`config.mk`:
```
export PLATFORM = sky130hd
export DESIGN_NAME = ex_mem_stage
export DESIGN_NICKNAME = d
export VERILOG_FILES = /design/src/rtl/ex_mem_stage.sv
export SDC_FILE = /design/constraint.sdc
export NUM_CORES = 1
export LEC_CHECK = 0
export BUFFER_PORTS_ARGS = -buffer_cell sky130_fd_sc_hd__buf_2
export CAP_MARGIN = 25
export CELL_PAD_IN_SITES_DETAIL_PLACEMENT = 1
export CELL_PAD_IN_SITES_GLOBAL_PLACEMENT = 1
export CORE_AREA = 2 2 167 169
export CTS_BUF_LIST = sky130_fd_sc_hd__clkbuf_4 sky130_fd_sc_hd__clkbuf_8 sky130_fd_sc_hd__clkbuf_16
export DETAILED_ROUTE_END_ITERATION = 10
export DIE_AREA = 0 0 169 171
export PLACE_DENSITY_LB_ADDON = 0.25
export SYNTH_ARGS = -nofsm -noshare
export SYNTH_HDL_FRONTEND = slang
export SYNTH_SLANG_ARGS = --single-unit
```
`constraint.sdc`:
```
create_clock -name CLK -period 3.2 [get_ports CLK]
set_input_delay 0.64 -clock CLK [delete_from_list [all_inputs] [get_ports CLK]]
set_output_delay 0.64 -clock CLK [all_outputs]
set_load 0.005 [all_outputs]
```
`src/rtl/ex_mem_stage.sv`:
```
// ex_mem_stage: memory stage with the EX/MEM pipeline register built in.
// It latches EX results on each pipeline advance, drives the data-cache
// request until dhit, captures load data and raises mem_busy while an access
// is outstanding.
// Optional feature: define MEM_TIMEOUT_EN to build a REQ watchdog that sets
// the sticky mem_err flag after TIMEOUT_MAX cycles of waiting.
module ex_mem_stage #(
  parameter int WORD_W      = 32,
  parameter int TIMEOUT_MAX = 255
) (
  input  logic              CLK,
  input  logic              nRST,
  input  logic              ihit,
  input  logic              flush,
  input  logic [WORD_W-1:0] alu_in,
  input  logic [WORD_W-1:0] store_in,
  input  logic [WORD_W-1:0] next_pc_in,
  input  logic [WORD_W-1:0] instruction_in,
  input  logic              memRead_in,
  input  logic              memWrite_in,
  input  logic              memToReg_in,
  input  logic              RegWrite_in,
  input  logic              jal_in,
  input  logic              lui_in,
  input  logic              halt_in,
  input  logic [1:0]        RegDest_in,
  input  logic [4:0]        rd_in,
  input  logic [4:0]        rt_in,
  input  logic [15:0]       imm_in,
  input  logic              dhit,
  input  logic [WORD_W-1:0] dmemload,
  output logic              dmemREN,
  output logic              dmemWEN,
  output logic [WORD_W-1:0] dmemaddr,
  output logic [WORD_W-1:0] dmemstore,
  output logic [WORD_W-1:0] alu_out,
  output logic [WORD_W-1:0] dmemload_out,
  output logic [WORD_W-1:0] next_pc_out,
  output logic [WORD_W-1:0] instruction_out,
  output logic [15:0]       imm_out,
  output logic [4:0]        rd_out,
  output logic [4:0]        rt_out,
  output logic [1:0]        RegDest_out,
  output logic              memToReg_out,
  output logic              RegWrite_out,
  output logic              jal_out,
  output logic              lui_out,
  output logic              halt_out,
  output logic              mem_busy,
  output logic              mem_err
);

  typedef enum logic [1:0] {
    IDLE = 2'd0,
    REQ  = 2'd1,
    DONE = 2'd2
  } state_t;

  typedef struct packed {
    logic [WORD_W-1:0] alu;
    logic [WORD_W-1:0] store;
    logic [WORD_W-1:0] next_pc;
    logic [WORD_W-1:0] instr;
    logic              mem_read;
    logic              mem_write;
    logic              mem_to_reg;
    logic              reg_write;
    logic              jal;
    logic              lui;
    logic              halt;
    logic [1:0]        reg_dest;
    logic [4:0]        rd;
    logic [4:0]        rt;
    logic [15:0]       imm;
  } ex_fields_t;

  state_t            state_q, state_d;
  ex_fields_t        ex_q, ex_d;
  logic [WORD_W-1:0] load_q, load_d;
  logic              advance;

  // Next-state, latch load and load-data capture; ihit is ignored while an access is outstanding
  always_comb begin
    state_d = state_q;
    ex_d    = ex_q;
    load_d  = load_q;
    advance = ihit & (state_q != REQ);
    case (state_q)
      REQ: begin
        if (dhit) begin
          state_d = DONE;
          if (ex_q.mem_read) begin
            load_d = dmemload;
          end
        end
      end
      default: begin
        if (advance) begin
          state_d = ((memRead_in | memWrite_in) & ~halt_in & ~flush) ? REQ : IDLE;
          if (flush) begin
            ex_d      = '0;
            ex_d.halt = ex_q.halt;
          end else begin
            ex_d.alu        = alu_in;
            ex_d.store      = store_in;
            ex_d.next_pc    = next_pc_in;
            ex_d.instr      = instruction_in;
            ex_d.mem_read   = memRead_in;
            ex_d.mem_write  = memWrite_in;
            ex_d.mem_to_reg = memToReg_in;
            ex_d.reg_write  = RegWrite_in;
            ex_d.jal        = jal_in;
            ex_d.lui        = lui_in;
            ex_d.halt       = ex_q.halt | halt_in;
            ex_d.reg_dest   = RegDest_in;
            ex_d.rd         = rd_in;
            ex_d.rt         = rt_in;
            ex_d.imm        = imm_in;
          end
        end
      end
    endcase
  end

  // State, EX/MEM latch and captured load data; halt is sticky until reset
  always_ff @(posedge CLK or negedge nRST) begin
    if (!nRST) begin
      state_q <= IDLE;
      ex_q    <= '0;
      load_q  <= '0;
    end else begin
      state_q <= state_d;
      ex_q    <= ex_d;
      load_q  <= load_d;
    end
  end

  assign mem_busy  = (state_q == REQ);
  assign dmemREN   = mem_busy & ex_q.mem_read;
  assign dmemWEN   = mem_busy & ex_q.mem_write;
  assign dmemaddr  = {ex_q.alu[WORD_W-1:2], 2'b00};
  assign dmemstore = ex_q.store;

  assign alu_out         = ex_q.alu;
  assign dmemload_out    = load_q;
  assign next_pc_out     = ex_q.next_pc;
  assign instruction_out = ex_q.instr;
  assign imm_out         = ex_q.imm;
  assign rd_out          = ex_q.rd;
  assign rt_out          = ex_q.rt;
  assign RegDest_out     = ex_q.reg_dest;
  assign memToReg_out    = ex_q.mem_to_reg;
  assign RegWrite_out    = ex_q.reg_write;
  assign jal_out         = ex_q.jal;
  assign lui_out         = ex_q.lui;
  assign halt_out        = ex_q.halt;

`ifdef MEM_TIMEOUT_EN
  localparam logic [15:0] TMAX = 16'(TIMEOUT_MAX);

  logic [15:0] cnt_q, cnt_d;
  logic        err_q, err_d;

  // Watchdog: counts REQ cycles (saturating), restarts for each access, flags a stuck access
  always_comb begin
    cnt_d = cnt_q;
    err_d = err_q;
    if ((state_q != REQ) || dhit) begin
      cnt_d = '0;
    end else begin
      if (cnt_q != TMAX) begin
        cnt_d = cnt_q + 16'd1;
      end
      if (cnt_d == TMAX) begin
        err_d = 1'b1;
      end
    end
  end

  // Watchdog counter and sticky error flag
  always_ff @(posedge CLK or negedge nRST) begin
    if (!nRST) begin
      cnt_q <= '0;
      err_q <= 1'b0;
    end else begin
      cnt_q <= cnt_d;
      err_q <= err_d;
    end
  end

  assign mem_err = err_q;
`else
  logic unused_timeout;
  assign unused_timeout = (TIMEOUT_MAX != 0);
  assign mem_err        = 1'b0;
`endif

endmodule

```
---- Word level (Yosys, flattened, before mapping) ----
Index checks and enable logic that the tools add are counted.
Widths: inputs -> output; s select.
storage, ports and cells
  bits of input ports ..................... 200
  word-level logic and storage cells ...... 40
  output and inout port bits .............. 229
  latch bits .............................. 0
  ROM bits ................................ 0
  memories kept ........................... 0
  flip-flop bits (word level) ............. 197
  memory bits (writable) .................. 0
cells by class
  $lt $le $gt $ge ......................... 0
  bitwise gates (word level) .............. 10
  shift-type cells ........................ 0
  add/subtract/negate cells ............... 0
  equality and inequality tests ........... 3
  reductions and logical operators ........ 5
  multiply operators ...................... 0
  divide/modulo/power cells ............... 0
  muxes and demuxes ....................... 5
operators with widths
  operator            count
  $mux 163            1
  $mux 2              3
  $reduce_and 3->1    2
  $and 1x1->1         5
  $reduce_and 2->1    2
  $not 1->1           3
  $eq 2x1->1 const B  1
  $ne 2x1->1 const B  1
  $ne 2x2->1 const B  1
  $or 1x1->1          2
  $reduce_bool 2->1   1
  $mux 1              1

---- Depth between registers and ports, before layout ----
Gate-level depths: netlist of the first run.
  depth in word-level cells ............... 6
  gate-level depth with buffers ........... 7
  depth with buffers taken out ............ 3

---- Least setup slack after synthesis of the first run ----
OpenSTA, ideal clock, no wires.
  path kind ............................... input to register
  from .................................... input flush
  to ...................................... register ex_q, in the netlist alu_out[1]
  arrival time ............................ 1.502 ns
  slack ................................... 1.573 ns
  path buffers ............................ 2
  stages on the path ...................... 4
  required time ........................... 3.075 ns
  setup time .............................. 0.125 ns
  cells stage by stage .................... clkbuf_1 > clkbuf_1 > nor2b_1 > mux2_4
between the ends
  longest elaborated chain between the ends .. 1
ends and longest elaborated chain
  what                  RTL line  source
  from (decl)           14        input logic flush,
  $mux 163              100       if (flush) begin
  to (signal assigned)  129       ex_q <= '0;
  to (signal assigned)  133       ex_q <= ex_d;
  to (decl)             78        ex_fields_t ex_q, ex_d;
Every way passes these cells.
A chain may end at the register's enable or synchronous reset.

---- Worst setup path after layout of the first run ----
  from .................................... register state_q[1]
  to ...................................... register ex_q, in the netlist alu_out[12]
between the ends
  longest elaborated chain between the ends .. 3
  elaborated cells on any way between the ends .. 5
  classes of those cells .................. 2 x eq/ne; 2 x bitwise; 1 x reduce/logical
ends and longest elaborated chain
  what                                             RTL line  source
  from (decl)                                      77        state_t state_q, state_d;
  from (signal assigned)                           132       state_q <= state_d;
  $ne 2x1->1 / $eq 2x1->1 (equally long branches)  87, 88
  $and 1x1->1 / $not 1->1 (equally long branches)  n/a
  $reduce_and 2->1 (no source line) *              n/a
Every way passes the cells marked *; elsewhere a longest branch is shown, timed or not.

==> results of run 1 <==
[synthesized netlist by cell type]
cell	number
sky130_fd_sc_hd__a21oi_1	1
sky130_fd_sc_hd__a32oi_1	1
sky130_fd_sc_hd__and2_1	2
sky130_fd_sc_hd__buf_2	12
sky130_fd_sc_hd__buf_4	189
sky130_fd_sc_hd__buf_6	10
sky130_fd_sc_hd__clkbuf_1	18
sky130_fd_sc_hd__conb_1	1
sky130_fd_sc_hd__dfrtp_1	197
sky130_fd_sc_hd__inv_1	1
sky130_fd_sc_hd__mux2_2	125
sky130_fd_sc_hd__mux2_4	69
sky130_fd_sc_hd__nand2_1	2
sky130_fd_sc_hd__nand2b_1	2
sky130_fd_sc_hd__nand3_1	1
sky130_fd_sc_hd__nor2_1	1
sky130_fd_sc_hd__nor2b_1	163
sky130_fd_sc_hd__o21ai_0	1
sky130_fd_sc_hd__o21bai_1	1
sky130_fd_sc_hd__or2_2	1
[critical path, cell delays in order, from the launching register on]
cell and delay, ps:
sky130_fd_sc_hd__dfrtp_1 400, sky130_fd_sc_hd__nor2b_1 350, sky130_fd_sc_hd__nand2b_4 240, sky130_fd_sc_hd__buf_12 460
sky130_fd_sc_hd__mux2_2 410
[cell families after synthesis]
family | after synthesis | synth area share [%]
compound gates | 4 | 0.259
other cells | 1 | 0.0370
simple gates | 172 | 10.5
flops | 197 | 48.6
mux | 194 | 24.1
buf+inv | 230 | 16.4
[worst paths after layout]
check,slack (ps),start,cells after the start,to
max in group asynchronous,2160,nRST,2,dmemload_out[15]
min in group CLK,430,dmemload[4],2,dmemload_out[4]
setup / recovery,1060,state_q[1],4,alu_out[12]
setup reg to reg,1060,state_q[1],4,alu_out[12]
hold / removal,240,nRST,1,instruction_out[20]
hold reg to reg,470,halt_out,1,halt_out
[flip-flops by register name (all words and copies together) (netlist names), 2 cells and up]
| register | count |
|---|---|
| rt_out | 5 |
| ex_q | 2 |
| next_pc_out | 32 |
| state_q | 2 |
| imm_out | 16 |
| dmemstore | 32 |
| alu_out | 32 |
| RegDest_out | 2 |
| instruction_out | 32 |
| rd_out | 5 |
| dmemload_out | 32 |
[layout make-up]
type | count | share of cell area, %
flip-flops and latches | 197 | 41.7
multi-input cells | 373 | 30.1
repair buffers | 434 | 19.3
clock buffers | 20 | 3.79
well taps | 346 | 3.66
clock inverters | 11 | 1.49
inverters | 1 | 0.0317
diodes | 1 | 0.0212
[per-stage QoR]
stage / power [mW] / area, um2 / util, % / std cells / setup slack (ps)
after CTS: 9.41 / 11800 / 43.3 / 1382 / 1030
final: 9.23 / 11800 / 43.3 / 1383 / 1060
after global routing: 9.79 / 11800 / 43.3 / 1383 / 960
after detailed placement: 7.02 / 11200 / 41.0 / 1351 / 1060
after global placement: 6.92 / 11200 / 41.0 / 1351 / 1130
after floorplan: 6.53 / 10100 / - / 800 / 1570
[where the power goes]
part | switching (mW) | internal [mW] | leakage, nW
clock network | 0.976 | 1.34 | 0.299
registers | 0.497 | 3.37 | 2.52
logic | 1.23 | 1.81 | 3.51
total | 2.71 | 6.52 | 6.32
[metal layers]
metal / vias up / track usage (%) / share of wire (%)
met3: 31 / 5.67 / 8.1
met1: 3019 / 19.5 / 41
met4: 6 / 5.72 / 1.8
met5: - / 0 / 0.18
li1: 2847 / - / -
met2: 262 / 27.7 / 49
==> results.txt, run 1 <==
The filler cells instantiated in the layout total 3046. The post-detailed-placement half-perimeter wirelength is 17.7 mm. The floorplan row count is 61.

The setup violation total in the final timing report is 0. The share of the clock period used by the worst path came out at 67.0%. The clock reaches the later pin of the worst-skew pair after 430 ps.

The die is 169 um wide. The most common cell after layout, fill and taps aside is sky130_fd_sc_hd__buf_2. The minimum clock period after layout came out at 2140 ps. TritonCTS built the clock tree. Setup repair after global routing left no endpoint under its margin. The H-tree depth came out at 4. The post-detailed-route count of antenna-violating nets came out at 0. The DRC marker count from the first detailed-route iteration came out at 221. The number of warnings reported in the yosys synthesis log is 0.

The final count of pins violating max slew is 0. The max-slew headroom at the worst pin came out at 50.5%. By area the synthesized netlist is led by sky130_fd_sc_hd__dfrtp_1 49%, sky130_fd_sc_hd__buf_4 14%, sky130_fd_sc_hd__mux2_2 14%, sky130_fd_sc_hd__mux2_4 10%, sky130_fd_sc_hd__nor2b_1 10%.

The aggregate routed wire length is 24.4 mm. The root buffer cell chosen for the clock tree is sky130_fd_sc_hd__clkbuf_16. The number of buffer cells added on primary ports came out at 425. After detailed routing, the number of vias per cell comes to 4.46. The flow ran to the end, and the final reports show no timing, DRC or antenna violations. Buffers inserted to repair hold after CTS numbered 0. Routability-driven placement finished with a final weighted congestion of 0.739. At the pin with the least slew margin, the transition time is 742 ps. The number of top-level pins came out at 429. The core region is 27300 um2. The fraction of synthesized cell area taken by the top area cell type came out at 48.6%. The post-synthesis instance area is 10100 um2.

The post-cts resize count came out at 0. The die boundary height is 171 um. The mean instance size in the synthesized netlist came out at 12.7 um2. The worst setup path is of the flip-flop to flip-flop kind.

The worst setup path is launched from a flip-flop. Hold is met by 245 ps. The via count of the routed design came out at 6165. The wire length of the first global-routing pass came out at 36.6 mm. Clock tree synthesis found a total of 197 sinks. The leakage power came out at 6.32 nW. The cell count after synthesis is 798.

The area of the die came out at 28900 um2. STA puts the critical path data required time at 3510 ps. The areal power density over the cells is 780 nW/um2.

The maximum vdd drop is 307 uV. The arrival time of the worst setup path came out at 2460 ps. The clock-pin slew of the registers on the worst-case setup and hold paths is 70 ps. The synthesized design contains 197 register bits. The count of cell types in the netlist came out at 20.

The path category of the worst min-delay check is input port to async pin. The most area-hungry cell type in the Yosys netlist is sky130_fd_sc_hd__dfrtp_1. The number of global-route vias before repair came to 6528.

In the layout the commonest cells are 423 x sky130_fd_sc_hd__buf_2, 197 x sky130_fd_sc_hd__dfrtp_1, 163 x sky130_fd_sc_hd__nor2b_1. Summing all multi-input logic gate instances after layout gives 3560 um2. The total global-route track usage came out at 16.4%. The number of max-capacitance violations reported came out at 0.

The count of final hold-check violations came to 0. The area growth from synthesis to layout is 16.7%. The remaining design rule violation count is 0. The number of buffers inserted during clock tree synthesis is 17.

Adding up every negative setup slack in the final design gives 0 ps. The largest net degree at the start of global routing is 107. The post-CTS setup buffer count is 0.

The average routed wire per standard cell came out at 17.6 um. The worst setup path is captured at a flip-flop. The highest attainable clock frequency came out at 467 MHz.

The initial antenna violation count was 5. The clock passes through at most 2 buffers. The initial utilization of the core area, before any placement, comes to 37.1%. The first-pass iteration count of the detailed router is 4.

The leftover overflow at the end of global routing is 0. The number of nets at the end of the flow is 1224. The fraction of final layout cells sized beyond drive strength 1 came out at 63.8%. The maximum clock skew at final layout came out at 8.48 ps. The peak fanout along the critical path came out at 106. The total area of sequential cells came out at 4930 um2. The portion of the post-synthesis area used by sequential elements is 48.6%.
Power figures use the tool's default switching activity.
==> inputs of run 2 (changes only) <==
--- a/config.mk
+++ b/config.mk
@@ -9,10 +9,10 @@
 export CAP_MARGIN = 25
 export CELL_PAD_IN_SITES_DETAIL_PLACEMENT = 1
 export CELL_PAD_IN_SITES_GLOBAL_PLACEMENT = 1
-export CORE_AREA = 2 2 167 169
+export CORE_MARGIN = 1.5
+export CORE_UTILIZATION = 34
 export CTS_BUF_LIST = sky130_fd_sc_hd__clkbuf_4 sky130_fd_sc_hd__clkbuf_8 sky130_fd_sc_hd__clkbuf_16
 export DETAILED_ROUTE_END_ITERATION = 10
-export DIE_AREA = 0 0 169 171
 export PLACE_DENSITY_LB_ADDON = 0.25
 export SYNTH_ARGS = -nofsm -noshare
 export SYNTH_HDL_FRONTEND = slang
==> constraint.sdc (replaced) <==
create_clock -name CLK -period 1.88 [get_ports CLK]
set_input_delay 0.376 -clock CLK [delete_from_list [all_inputs] [get_ports CLK]]
set_output_delay 0.376 -clock CLK [all_outputs]
set_load 0.005 [all_outputs]
==> run 2 against run 1 <==
Effect of this change: utilization shrank 2.2 points; clock power increased by 59%; worst hold slack worse by 99 ps; setup slack got worse by 960 ps; final cell count rose by 4.8%; cell area increased by 2.5%; register-to-register slack worse by 830 ps; critical path depth unchanged; first-iteration DRC count shrank 27%; largest cell class unchanged.
==> results.txt, run 2 (synthesis gave the netlist of run 1 again) <==
The run finished with clean final reports. The areal power density over the cells came out at 1300 nW/um2 (+66%). Clock tree synthesis selected as its root buffer the cell sky130_fd_sc_hd__clkbuf_16.

The number of buffer cells added on primary ports came to 425 (unchanged). The number of nets at the end of the flow is 1244 (+1.6%). The initial antenna violation count is 2 (-3).

The area of the die came out at 30800 um2 (+6.7%). The leakage power is 6.46 nW (+2.2%). The final count of pins violating max slew came out at 0 (unchanged). The share of the clock period used by the worst path came out at 94.7%. The number of buffers inserted during clock tree synthesis is 17 (unchanged). The number of max-capacitance violations reported came to 0 (unchanged). The setup violation total in the final timing report came out at 0 (unchanged). The remaining design rule violation count came out at 0 (unchanged). The final worst-path setup slack came out at 99.3 ps (-957 ps). The maximum vdd drop came out at 467 uV (+52%).

Setup repair after global routing left no endpoint under its margin. The H-tree depth came out at 4 (unchanged). The leftover overflow at the end of global routing came out at 0 (unchanged). The kind of end point of the critical path is a primary output. The initial core utilization is 34.4% (-2.7 points). The die boundary height is 176 um (+2.7%). The post-cts resize count came out at 0 (unchanged). The area of the core was 29500 um2 (+7.9%).

The number of buffers on the longest clock path came out at 2 (unchanged). The top cell types in the final layout, fill and taps aside, are 423 x sky130_fd_sc_hd__buf_2, 197 x sky130_fd_sc_hd__dfrtp_1, 163 x sky130_fd_sc_hd__nor2b_1. Compared with the post-synthesis result, the final layout area differs by 19.7%. The number of clock sinks seen by CTS came out at 197 (unchanged). The average routed wire per standard cell was 17.0 um (-3.5%). The die span in x is 176 um (+3.9%). The floorplan row count is 63 (+3.3%). The number of top-level pins came out at 429 (unchanged). The maximum clock skew at final layout is 8.54 ps (+0.0546 ps).

The aggregate negative setup slack is 0 ps (unchanged). The final weighted congestion in routability-driven placement is 0.728 (-1.6%). The clock-pin slew of the registers on the worst-case setup and hold paths is 70 ps (about the same). The library cell used most frequently in the layout, excluding fill and tap cells, is sky130_fd_sc_hd__buf_2. The insertion delay of the later-clocked pin in the worst-skew pair is 430 ps (about the same). The required arrival time at the worst endpoint came out at 1500 ps (-2010 ps).

The number of global-route vias before repair is 6626 (+1.5%). The clock tree from TritonCTS is built. The post-CTS setup buffer count came out at 0 (unchanged). The count of final hold-check violations came out at 0 (unchanged). The arrival time of the worst setup path came to 1400 ps (-1060 ps). The peak fanout along the critical path came to 6 (-94%). The area of all placed cells without fillers is 12100 um2 (+2.5%). The via count of the routed design was 6254 (+1.4%). The path category of the worst min-delay check is input port to flip-flop.

The post-detailed-route count of antenna-violating nets is 0 (unchanged). The wire length of the first global-routing pass is 37.9 mm (+3.5%). The via-per-instance ratio came to 4.32 (-3.2%). The fraction of final layout cells sized beyond drive strength 1 is 64.4% (+0.62 points).

The startpoint type of the worst setup path is a flip-flop. The largest net degree at the start of global routing is 71 (-34%). The DRC marker count from the first detailed-route iteration is 161 (-27%).

The post-placement worst setup slack came to 225 ps (-840 ps). The first-pass iteration count of the detailed router is 4 (unchanged). The cell area after placement was 11500 um2 (+2.9%). The post-detailed-placement half-perimeter wirelength is 18.5 mm (+4.6%). The total global-route track usage is 16.0% (-0.36 points). The minimum clock period after layout came out at 1780 ps. The critical path is of the flip-flop to primary output type. The highest attainable clock frequency came out at 562 MHz. The aggregate routed wire length is 24.7 mm (+1.1%).
[run 2: cell count changes in the layout (fill, tap and decap cells not counted), moves of 2 or more]
cell and change:
sky130_fd_sc_hd__buf_4 +9, sky130_fd_sc_hd__buf_12 +10, sky130_fd_sc_hd__bufinv_16 -3, sky130_fd_sc_hd__clkinvlp_4 -3, sky130_fd_sc_hd__inv_6 +3, sky130_fd_sc_hd__clkinv_4 +3
sky130_fd_sc_hd__clkbuf_8 +2
[run 2: through the flow]
step                      utilization (%)  cells  hold slack [ps]  power, mW
after CTS                            41.1   1447              121       16.0
after global placement               39.1   1414              346       12.1
after global routing                 41.1   1449              125       16.7
after detailed placement             39.1   1414              342       12.2
after floorplan                         -    800             80.4       11.1
final                                41.1   1449              145       15.7
[run 2: cell type report]
class	count	area (um2)
fillers	3247	17400
flip-flops and latches	197	4930
multi-input cells	373	3560
repair buffers	454	2560
well taps	390	488
clock buffers	21	468
clock inverters	11	116
diodes	2	5.00
inverters	1	3.75
[run 2: routing by layer]
layer  track usage (%)  wire [um]  vias to the layer above
li1                  -          -                     2890
met1              19.9      10400                     3087
met2              27.0      12300                      261
met3              4.61       1740                       16
met4              4.74        244                        0
met5                 0          0                        -
[run 2: final timing paths]
path | from | slack [ps] | to | cells after the start
max reg2reg | state_q[0] | 230 | dmemload_out[18] | 5
max | state_q[1] | 100 | dmemWEN | 4
min in group asynchronous | nRST | 460 | rt_out[3] | 2
min | dhit | 150 | state_q[0] | 2
min reg2reg | halt_out | 490 | halt_out | 1
max in group asynchronous | nRST | 820 | alu_out[15] | 3
[run 2: where the power goes]
part | switching (mW) | leakage (nW) | internal [mW]
Sequential | 0.875 | 2.52 | 5.74
Clock | 1.73 | 0.292 | 1.97
Combinational | 2.11 | 3.65 | 3.32
[run 2: what timing repair did]
item                       4_1_cts  5_1_grt
hold buffers                     1        0
hold endpoints to repair        32        0
setup endpoints to repair        0        0
[run 2: worst max-delay path, stage by stage (launching register included)]
cell	delay, ps
sky130_fd_sc_hd__dfrtp_1	400
sky130_fd_sc_hd__nor2b_1	160
sky130_fd_sc_hd__buf_4	160
sky130_fd_sc_hd__and2_1	130
sky130_fd_sc_hd__buf_2	140
